[src/rtl/demux_4_output_4bit_reg.sv]
// Registered 1-to-4 demux with per-channel valid flags, round-robin auto pointer and sticky overwrite flag.
// Latency: one cycle from load edge to output. Backpressure: none; FULL/OVF only report occupancy and overwrites.
module demux_4_output_4bit_reg #(
    parameter int WIDTH = 4
) (
    input  logic             CLK,
    input  logic             RST,
    input  logic [WIDTH-1:0] In_B,
    input  logic [1:0]       S,
    input  logic             LD,
    input  logic             AUTO,
    input  logic [3:0]       CLR,
    output logic [WIDTH-1:0] B0,
    output logic [WIDTH-1:0] B1,
    output logic [WIDTH-1:0] B2,
    output logic [WIDTH-1:0] B3,
    output logic [3:0]       V,
    output logic             FULL,
    output logic [1:0]       PTR,
    output logic             OVF
);

    logic [WIDTH-1:0] r_b0, r_b1, r_b2, r_b3;
    logic [3:0]       r_v;
    logic [1:0]       r_ptr;
    logic             r_ovf;

    logic [1:0]       w_sel;
    logic [3:0]       w_load_mask;
    logic             w_overwrite;

    assign w_sel       = AUTO ? r_ptr : S;
    assign w_load_mask = LD ? (4'b0001 << w_sel) : 4'b0000;
    // A same-cycle clear on the target channel means the old word was consumed, so it is not an overwrite.
    assign w_overwrite = |(w_load_mask & r_v & ~CLR);

    always_ff @(posedge CLK) begin
        if (RST) begin
            r_b0  <= '0;
            r_b1  <= '0;
            r_b2  <= '0;
            r_b3  <= '0;
            r_v   <= 4'b0000;
            r_ptr <= 2'd0;
            r_ovf <= 1'b0;
        end else begin
            // Load wins over clear on the targeted channel.
            r_v <= (r_v & ~CLR) | w_load_mask;
            if (w_overwrite) begin
                r_ovf <= 1'b1;
            end
            if (LD) begin
                case (w_sel)
                    2'd0: r_b0 <= In_B;
                    2'd1: r_b1 <= In_B;
                    2'd2: r_b2 <= In_B;
                    default: r_b3 <= In_B;
                endcase
                if (AUTO) begin
                    r_ptr <= r_ptr + 2'd1;
                end
            end
        end
    end

    assign B0   = r_b0;
    assign B1   = r_b1;
    assign B2   = r_b2;
    assign B3   = r_b3;
    assign V    = r_v;
    assign FULL = &r_v;
    assign PTR  = r_ptr;
    assign OVF  = r_ovf;

endmodule

[config.mk]
export PLATFORM = sky130hd
export DESIGN_NAME = demux_4_output_4bit_reg
export DESIGN_NICKNAME = d
export VERILOG_FILES = /design/src/rtl/demux_4_output_4bit_reg.sv
export SDC_FILE = /design/constraint.sdc
export NUM_CORES = 1
export LEC_CHECK = 0
export ABC_AREA = 1
export BUFFER_PORTS_ARGS = -buffer_cell sky130_fd_sc_hd__buf_2
export CAP_MARGIN = 25
export CORE_UTILIZATION = 50
export CTS_BUF_LIST = sky130_fd_sc_hd__clkbuf_8 sky130_fd_sc_hd__clkbuf_16
export CTS_CLUSTER_DIAMETER = 40
export DETAILED_ROUTE_END_ITERATION = 16
export PLACE_DENSITY = 0.82
export SLEW_MARGIN = 15
export SYNTH_ARGS = -nofsm -noshare
export SYNTH_HDL_FRONTEND = slang
export SYNTH_SLANG_ARGS = --single-unit
[constraint.sdc]
create_clock -name CLK -period 2.4 [get_ports CLK]
set_input_delay 0.48 -clock CLK [delete_from_list [all_inputs] [get_ports CLK]]
set_output_delay 0.48 -clock CLK [all_outputs]
set_load 0.005 [all_outputs]
Word level (Yosys, flattened, before mapping)
Cells that the tools add are included.

word-level totals
  output and inout port bits = 24
  logic and storage cells = 28
  register bits = 23
  bits of input ports = 14

operators by class
  reduce and logical (&&, ||, !) cells = 9
  equal/unequal tests = 2
  shifts and indexed selects = 1
  mux-type cells = 2
  add/sub/neg operators = 1
  bitwise operators = 6

operators with widths
  cell                   number
  $and A4 B4 Y4          3
  $reduce_and A2 Y1      5
  $mux W4                1
  $not A4 Y4             1
  $or A4 B4 Y4           1
  $reduce_and A4 Y1      1
  $reduce_or A4 Y1       1
  $shl A1 B2 Y4 const A  1
  $reduce_or A3 Y1       1
  $add A2 B1 Y2 const B  1
  $eq A2 B1 Y1 const B   1
  $eq A2 B2 Y1 const B   1
  $logic_not A2 Y1       1
  $mux W2                1
  $not A1 Y1             1

Longest topological paths before layout
Gate-level depths: netlist (run 1).

  word-level depth = 6
  mapped depth = 8

Least setup slack after synthesis (run 1)
Ideal clock, no wire load.

  path type = input port to flip-flop
  start = input port S[0]
  end = register r_ovf (netlist: OVF)
  data required time = 2.272 ns
  library setup time = 0.128 ns
  setup slack = 1.202 ns
  data arrival time = 1.071 ns
  stages on the path = 7
  buffers on the path = 0
  cells stage by stage = inv_1 -> o21ai_2 -> nor2_4 -> nand2_2 -> nand3_1 -> nor2_1 -> nor2_1

between the ends
  cells in the longest elaborated chain, start to end = 6

ends and longest elaborated chain
  item                         line  text
  start, declared              9     input logic [1:0] S,
  $mux W2                      32    assign w_sel = AUTO ? r_ptr : S;
  $shl A1 B2 Y4                33    assign w_load_mask = LD ? (4'b0001 << w_sel) : 4'b0000;
  $mux W4                      33
  $and A4 B4 Y4 (2 in series)  35    assign w_overwrite = |(w_load_mask & r_v & ~CLR);
  $reduce_or A4 Y1             35
  end signal, assigned         45    r_ovf <= 1'b0;
  end signal, assigned         50    r_ovf <= 1'b1;
  end, declared                26    logic r_ovf;

Every way passes these cells.
A chain may end at the register's enable or synchronous reset.

Worst setup path in the final report (run 1)
  start = register r_v[1] (netlist: V[1])
  end = output port FULL

between the ends
  cells in the longest elaborated chain, start to end = 1

ends and longest elaborated chain
  item                    line  text
  start, declared         24    logic [3:0] r_v;
  start signal, assigned  48    r_v <= (r_v & ~CLR) | w_load_mask;
  $reduce_and A4 Y1       71    assign FULL = &r_v;
  end, declared           18    output logic FULL,

Every way passes these cells.

==> qor.csv, run 1 <==
metric;value;unit
Sequential Power Share;0.547;
initial antenna violation count;0;
Final Max Slew Viols;0;
Hold Buf Count CTS;0;
max layer used;met4;
max-cap violations;0;
RePlAce Congestion;0.841;
top cells by area, synth;dfxtp_1, nand2_1, a21oi_1, nor2_1, inv_1;
# setup viols final;0;
die area;2070;um2
Hold Crit Class;reg2reg;
post-CTS resize count;0;
clock share of power;0.321;
vias in the first global route;850;
Worst EP required;1920;ps
Util after Layout;0.689;
final setup TNS;0;ps
Cells after DPL;190;
clock root buffer master;clkbuf_8;
Yosys top cell area share;0.486;
r2r endpoint;B2[3]$_SDFFE_PP0P_;
status;completed;
sequential share of the synthesized area;0.486;
drt first pass iters;4;
cell taking the most area after synthesis;dfxtp_1;
Top delay family on crit path;flip-flops;
H-tree depth;1;
Clk Latency, worst-skew pair;260;ps
row count;15;
maximum clock frequency;0.648;GHz
drt wl/cell;10.8;um
Switching Share;0.257;
post-route ant nets;0;
DRT iter0 DRCs;15;
Avg Cell Area, Syn;7.29;um2
Worst VDD drop;0.412;mV
cells after synthesis;130;
Final period util;0.643;
Post-DP HPWL;1620;um
ant diodes;0;
fin crit period;1540;ps
worst reg2reg path depth;7;
area delta synth->final;26.9;%
initial core utilization;0.543;
leakage power;0.000559;uW
CP startpoint;V[1]$_SDFF_PP0_;
post-synth net total;144;
Post-Layout Cell Count;194;
Startpoint Class;flip-flop;
R2R Setup Slk;1210;ps
CTS Buf Count;3;
arrival time at the worst endpoint;1060;ps
layout cells sized above 1;0.320;
flops & latches, synth;23;
Netlist Area Pre-Place;947;um2
clock buffer depth;2;
endpoint class of the critical path;primary output;
Die W;45.5;um
pin count of the biggest net entering global routing;24;
RR Startpoint;PTR[1]$_SDFFE_PP0P_;
PD cells;617;nW/um2
NetSw;191;uW
DR vias/cell;4.84;
maximum fanout along the worst path;2;
Int Pwr;551;uW
cell count along the critical path;3;
cell breakdown of the critical path;inv_1 > nor4_1 > buf_2;
Critical path buffers and inverters;2;
DRC Markers;0;
wl on met1;879;um
gr usage total;0.231;
CP max-delay cell;dfxtp_1;
via count;939;
max_slew headroom;0.735;
met3 WL post-DR;78;um
Gate power share;0.132;
total grt overflow;0;
Critical Path Sink;FULL;
unrepaired setup endpoints after global routing;no;
most frequent cells in the layout;nand2_1, buf_2, dfxtp_1;
Core ar.;1750;um2
met2 wire len;1100;um
Setup WS post-layout;856;ps
Routed WL;2100;um
CP Class;reg2out;
Final nets;184;
CTS tree;built;
die height;45.5;um
Overall Power;742;uW
Yosys Warn Count;0;
Fin Clk Skew;4.64;ps
clock transition at the registers of the reported paths;80;ps
largest stage delay on the critical path;330;ps
most common cell after layout, fill and taps aside;nand2_1;
worst slew pin tran;397;ps
Post-Place Setup Slack;921;ps
Post-CTS Setup Inserts;0;
Fin. Hold Viols;0;
port buffer count;37;
# IOs;38;
clock sinks;23;
first-pass GRT wire length;3400;um
Synth cell types;15;
==> registers in the layout (all words and copies together) (netlist names) <==
signal	cells
B0	4
B1	4
B2	4
B3	4
OVF	1
PTR	2
V	4
==> cells in the mapped netlist <==
cell type   n
a21oi_1    17
nand2_1    42
nor2_1     16
inv_2       2
inv_1      12
clkbuf_1    2
nor3_1      1
o21ai_2     1
nor2_4      4
nand2_2     5
nand3_2     1
nand3_1     1
nand4_1     2
dfxtp_1    23
nor4_1      1
==> power by group through the flow <==
stage	Clock, uW	Sequential (uW)	Combinational, uW
6_report	238	406	97.7
3_5_place_dp	0	415	97.3
5_1_grt	257	408	110
2_1_floorplan	0	416	53.4
4_1_cts	242	406	97.9
3_3_place_gp	0	414	94.2
==> worst min-delay path by stage <==
| stage | from | end | slack (ps) | cells past startpoint |
|---|---|---|---|---|
| 3_3_place_gp | B2[3]$_SDFFE_PP0P_ | B2[3]$_SDFFE_PP0P_ | 450 | 2 |
| 3_5_place_dp | B3[2]$_SDFFE_PP0P_ | B3[2]$_SDFFE_PP0P_ | 450 | 2 |
| 4_1_cts | B3[2]$_SDFFE_PP0P_ | B3[2]$_SDFFE_PP0P_ | 460 | 2 |
| 2_1_floorplan | B3[1]$_SDFFE_PP0P_ | B3[1]$_SDFFE_PP0P_ | 450 | 2 |
| 6_report | B3[2]$_SDFFE_PP0P_ | B3[2]$_SDFFE_PP0P_ | 460 | 2 |
| 5_1_grt | B1[2]$_SDFFE_PP0P_ | B1[2]$_SDFFE_PP0P_ | 480 | 2 |
==> area by class of cell <==
type	count	area, um2
Fill cell	153	543
Sequential cell	23	460
Multi-Input combinational cell	91	427
Timing Repair Buffer	37	185
Inverter	14	52.6
Clock buffer	3	41.3
Tap cell	25	31.3
Clock inverter	1	5.00
==> logic make-up (layout without fill, tap and decap cells) <==
family                 after synthesis  count (layout)  share of synthesized area
buffers and inverters               16              55                     0.0634
AOI/OAI and AO/OA                   18              18                     0.0991
and+or+nand+nor                     73              73                      0.351
DFF                                 23              23                      0.486
==> through the flow <==
stage / hold slack [ps] / instance area [um2]
3_5_place_dp: 452 / 1160
5_1_grt: 484 / 1200
6_report: 457 / 1200
2_1_floorplan: 450 / 947
4_1_cts: 464 / 1200
3_3_place_gp: 447 / 1160
==> layer usage <==
metal	GRT usage	vias up
met1	0.270	428
met5	0	-
met4	0.115	0
met3	0.0397	4
li1	-	482
met2	0.403	25
==> worst register-to-register path, delay by kind of cell, from the launching register on <==
kind            cells  cell delay [ps]
buf+inv             1              100
simple gates        5              520
flops               1              370
compound gates      1               60
(Power assumes the default switching activity.)
==> run 2: changes to the inputs <==
--- a/config.mk
+++ b/config.mk
@@ -5,14 +5,14 @@
 export SDC_FILE = /design/constraint.sdc
 export NUM_CORES = 1
 export LEC_CHECK = 0
-export ABC_AREA = 1
+export ABC_AREA = 0
 export BUFFER_PORTS_ARGS = -buffer_cell sky130_fd_sc_hd__buf_2
 export CAP_MARGIN = 25
-export CORE_UTILIZATION = 50
+export CORE_UTILIZATION = 41
 export CTS_BUF_LIST = sky130_fd_sc_hd__clkbuf_8 sky130_fd_sc_hd__clkbuf_16
 export CTS_CLUSTER_DIAMETER = 40
 export DETAILED_ROUTE_END_ITERATION = 16
-export PLACE_DENSITY = 0.82
+export PLACE_DENSITY = 0.73
 export SLEW_MARGIN = 15
 export SYNTH_ARGS = -nofsm -noshare
 export SYNTH_HDL_FRONTEND = slang
==> constraint.sdc (replaced) <==
create_clock -name CLK -period 1.35 [get_ports CLK]
set_input_delay 0.27 -clock CLK [delete_from_list [all_inputs] [get_ports CLK]]
set_output_delay 0.27 -clock CLK [all_outputs]
set_load 0.005 [all_outputs]
==> qor.csv, run 2 <==
metric;value;unit
RePlAce Congestion;0.849;
pin count of the biggest net entering global routing;24;
unrepaired setup endpoints after global routing;no;
clock buffer depth;2;
hold_ws;291;ps
Post-Place Setup Slack;-95.2;ps
port buffer count;37;
Worst VDD drop;0.646;mV
die height;49.4;um
arrival time at the worst endpoint;1490;ps
maximum fanout along the worst path;6;
# IOs;38;
area delta synth->final;36.1;%
number of synthesized flops with an enable pin;0;
cell taking the most area after synthesis;dfxtp_1;
flops & latches, synth;23;
endpoint class of the critical path;flip-flop;
drt wl/cell;12.3;um
Clk Latency, worst-skew pair;260;ps
worst slew pin tran;398;ps
Die W;49.4;um
DRC Markers;0;
max_slew headroom;0.735;
vias in the first global route;775;
CP Class;reg2reg;
Netlist Area Pre-Place;922;um2
routing usage on met1;0.215;
sequential share of the synthesized area;0.499;
maximum clock frequency;0.773;GHz
clock root buffer master;clkbuf_8;
Final Max Slew Viols;0;
die area;2440;um2
final-layout fill cell count;197;
first-pass GRT wire length;3320;um
global route hottest layer;met2;
top cells by area, synth;dfxtp_1, mux2i_1, nor2_1, nand2b_1, buf_6;
Startpoint Class;flip-flop;
Final period util;0.959;
post-route ant nets;0;
Hold Buf Count CTS;0;
PD cells;1060;nW/um2
most common cell after layout, fill and taps aside;buf_2;
ys flop type;dfxtp_1;
leakage power;0.000652;uW
most frequent cells after synthesis;dfxtp_1, nor2_1, mux2i_1;
HP Start;In_B[1];
DRT iter0 DRCs;9;
Yosys top cell area share;0.499;
Async SR Flop Fraction;0;
max-cap violations;0;
row count;16;
H-tree depth;1;
clock transition at the registers of the reported paths;80;ps
Fin Clk Skew;1.84;ps
Hold Crit Class;in2reg;
CTS Buf Count;3;
Final nets;154;
clock sinks;23;
RR Startpoint;PTR[1]$_SDFFE_PP0P_;
layout cells sized above 1;0.432;
Worst EP required;1540;ps
Post-DP HPWL;1490;um
Fin. Hold Viols;0;
fin crit period;1290;ps
ant diodes;0;
most frequent cells in the layout;buf_2, dfxtp_1, nor2_1;
Setup WS post-layout;56.0;ps
Synth cell types;23;
met2 GRT Util;0.295;
cells after synthesis;91;
Routed WL;2050;um
# setup viols final;0;
M3 GR Usage;0.0405;
multi-input logic area;437;um2
drt first pass iters;4;
via count;806;
Avg Cell Area, Syn;10.1;um2
Yosys Warn Count;0;
initial antenna violation count;0;
gr usage total;0.181;
status;completed;
Core ar.;2040;um2
DR vias/cell;4.86;
CP startpoint;PTR[1]$_SDFFE_PP0P_;
initial core utilization;0.452;
CTS tree;built;
total grt overflow;0;
post-synth net total;105;
Reg area;463;um2
most common cell in the netlist;dfxtp_1;
run 2: cell count changes after synthesis, sizes merged, moves of 2 or more:
cell / change
a21oi: -13
buf: +2
inv: -12
mux2i: +16
nand2: -44
nand2b: +4
nand4: -2
o32a: +2
or2: +3
xor2: +2
run 2: metrics by stage:
step | area, um2 | utilization | std cells | setup TNS, ps | power, uW
floorplan | 923 | - | 91 | 0 | 823
global placement | 1170 | 0.574 | 159 | -191 | 899
detailed placement | 1170 | 0.574 | 159 | -358 | 904
CTS | 1220 | 0.597 | 163 | 0 | 1330
global route | 1250 | 0.615 | 166 | 0 | 1380
finish | 1250 | 0.615 | 166 | 0 | 1330
run 2: power breakdown:
| part | internal (uW) | switching (uW) | leakage, uW |
|---|---|---|---|
| Sequential | 706 | 16.0 | 0.000188 |
| Combinational | 93.8 | 87.4 | 0.000439 |
| Clock | 206 | 219 | 0.0000255 |
run 2: what timing repair did:
action,in CTS,in global routing
buffers inserted,0,3
setup endpoints to repair,0,3
gates resized for setup,0,3
run 2: metal layers:
layer  vias up  routed length (um)
met5         -                   0
met4         0                  44
li1        403                   -
met2        33                 917
met1       364                 970
met3         6                 115
run 2: critical path, cell delays in order (launching register included):
cell and delay [ps]:
dfxtp_2 350, or2b_1 240, o32a_4 240, or2_1 250
a41oi_2 150
run 2: worst paths after layout:
check	end	slack, ps	depth (start not counted)
max reg2reg	OVF$_SDFFE_PP0P_	60	4
max	OVF$_SDFFE_PP0P_	60	4
min	B1[1]$_SDFFE_PP0P_	290	3
min reg2reg	B2[0]$_SDFFE_PP0P_	490	2
run 2: cell families after synthesis:
family,synth area share
compound gates,0.0909
xor+xnor,0.0190
buf+inv,0.0407
flops,0.499
mux,0.174
simple gates,0.176
run 2: area by class of cell:
| type | instances | area share |
|---|---|---|
| clock inverters | 1 | 0.00399 |
| multi-input cells | 62 | 0.348 |
| well taps | 27 | 0.0269 |
| repair buffers | 48 | 0.213 |
| inverters | 2 | 0.00598 |
| clock buffers | 3 | 0.0329 |
| flip-flops and latches | 23 | 0.369 |
==> run 3: changes to the inputs <==
--- a/config.mk
+++ b/config.mk
@@ -9,7 +9,6 @@
 export BUFFER_PORTS_ARGS = -buffer_cell sky130_fd_sc_hd__buf_2
 export CAP_MARGIN = 25
 export CORE_UTILIZATION = 41
-export CTS_BUF_LIST = sky130_fd_sc_hd__clkbuf_8 sky130_fd_sc_hd__clkbuf_16
 export CTS_CLUSTER_DIAMETER = 40
 export DETAILED_ROUTE_END_ITERATION = 16
 export PLACE_DENSITY = 0.73
==> qor.csv, run 3 (synthesized netlist as in run 2, its figures left out) <==
metric;value;unit
Clk Latency, worst-skew pair;300;ps
die area;2440;um2
Switching Share;0.252;
NetSw;307;uW
status;completed;
Util after Layout;0.605;
Final nets;154;
clock root buffer master;clkbuf_4;
fin crit period;1320;ps
H-tree depth;1;
drt first pass iters;4;
CP max-delay cell;dfxtp_2;
maximum fanout along the worst path;6;
DRC Markers;0;
leakage power;0.000645;uW
Overall Power;1220;uW
Sequential Power Share;0.594;
row count;16;
initial antenna violation count;0;
Fin. Hold Viols;0;
clock share of power;0.257;
Hold Crit Class;in2reg;
endpoint class of the critical path;flip-flop;
arrival time at the worst endpoint;1550;ps
Reg area;463;um2
PD cells;985;nW/um2
cell breakdown of the critical path;or2b_1 > o32a_4 > or2_1 > a41oi_2;
die height;49.4;um
most common cell after layout, fill and taps aside;buf_2;
DRT iter0 DRCs;10;
via count;806;
Startpoint Class;flip-flop;
clock sinks;23;
max_slew headroom;0.726;
drt wl/cell;12.5;um
Hold Buf Count CTS;0;
clock buffer depth;2;
post-route ant nets;0;
Worst VDD drop;0.520;mV
initial core utilization;0.452;
Core ar.;2040;um2
Die W;49.4;um
Worst EP required;1590;ps
R2R Setup Slk;30;ps
Final period util;0.975;
CTS Buf Count;3;
# IOs;38;
RePlAce Congestion;0.849;
Final Max Slew Viols;0;
area delta synth->final;34.1;%
Post-DP HPWL;1490;um
final-layout fill cell count;204;
first-pass GRT wire length;3320;um
maximum clock frequency;0.759;GHz
layout cells sized above 1;0.432;
ant diodes;0;
total grt overflow;0;
Design Area, Final;1240;um2
# setup viols final;0;
largest stage delay on the critical path;360;ps
Routed WL;2070;um
Critical path buffers and inverters;0;
gr usage total;0.176;
DR vias/cell;4.86;
most frequent cells in the layout;buf_2, dfxtp_1, nor2_1;
Gate power share;0.149;
Int Pwr;911;uW
CTS tree;built;
worst slew pin tran;411;ps
pin count of the biggest net entering global routing;24;
vias in the first global route;782;
Top delay family on crit path;simple AND/OR/NAND/NOR gates;
Fin Clk Skew;3.04;ps
DP Area;1170;um2
max-cap violations;0;
port buffer count;37;
multi-input logic area;437;um2
CP Class;reg2reg;
clock transition at the registers of the reported paths;130;ps
run 3: power by group through the flow:
stage / sequential [uW] / combinational, uW / clock (uW)
floorplan: 741 / 81.8 / 0
global placement: 737 / 163 / 0
detailed placement: 737 / 168 / 0
CTS: 722 / 169 / 323
global route: 727 / 197 / 349
finish: 723 / 182 / 313
run 3: final timing paths:
| kind | cells past startpoint | to | from |
|---|---|---|---|
| setup reg to reg | 4 | OVF$_SDFFE_PP0P_ | PTR[1]$_SDFFE_PP0P_ |
| setup / recovery | 4 | OVF$_SDFFE_PP0P_ | PTR[1]$_SDFFE_PP0P_ |
| hold / removal | 3 | B1[1]$_SDFFE_PP0P_ | In_B[1] |
| hold reg to reg | 2 | B2[0]$_SDFFE_PP0P_ | B2[0]$_SDFFE_PP0P_ |
run 3: timing repair:
action / CTS / global route
endpoints found under the setup margin: 1 / 4
buffers inserted: 0 / 3
resized for setup: 1 / 2
pin swaps: 0 / 3
run 3: per-layer routing:
layer	global-route usage	vias to the layer above	routed length, um
li1	-	403	-
met1	0.219	372	1010
met2	0.295	29	938
met3	0.0312	2	104
met4	0.0810	0	13
met5	0	-	0
run 3: final cells by class:
cell class / count / share of cell area
clock inverter: 1 / 0.00405
multi-input combinational: 62 / 0.353
inverter: 2 / 0.00607
sequential: 23 / 0.374
tap: 27 / 0.0273
timing repair buffer: 48 / 0.217
clock buffer: 3 / 0.0182
run 3: worst register-to-register path, delay by kind of cell (launching register included):
kind / cells / cell delay (ps)
compound gates: 2 / 410
simple gates: 2 / 480
flops: 1 / 360
run 3: stage by stage:
step / hold slack [ps] / TNS, ps / worst slack (ps) / instances
after floorplan: 333 / 0 / 42.2 / 91
after global placement: 471 / -191 / -58.0 / 159
after detailed placement: 479 / -358 / -95.2 / 159
after CTS: 239 / 0 / 24.6 / 163
after global routing: 243 / -33.6 / -33.6 / 166
final: 246 / 0 / 33.3 / 166
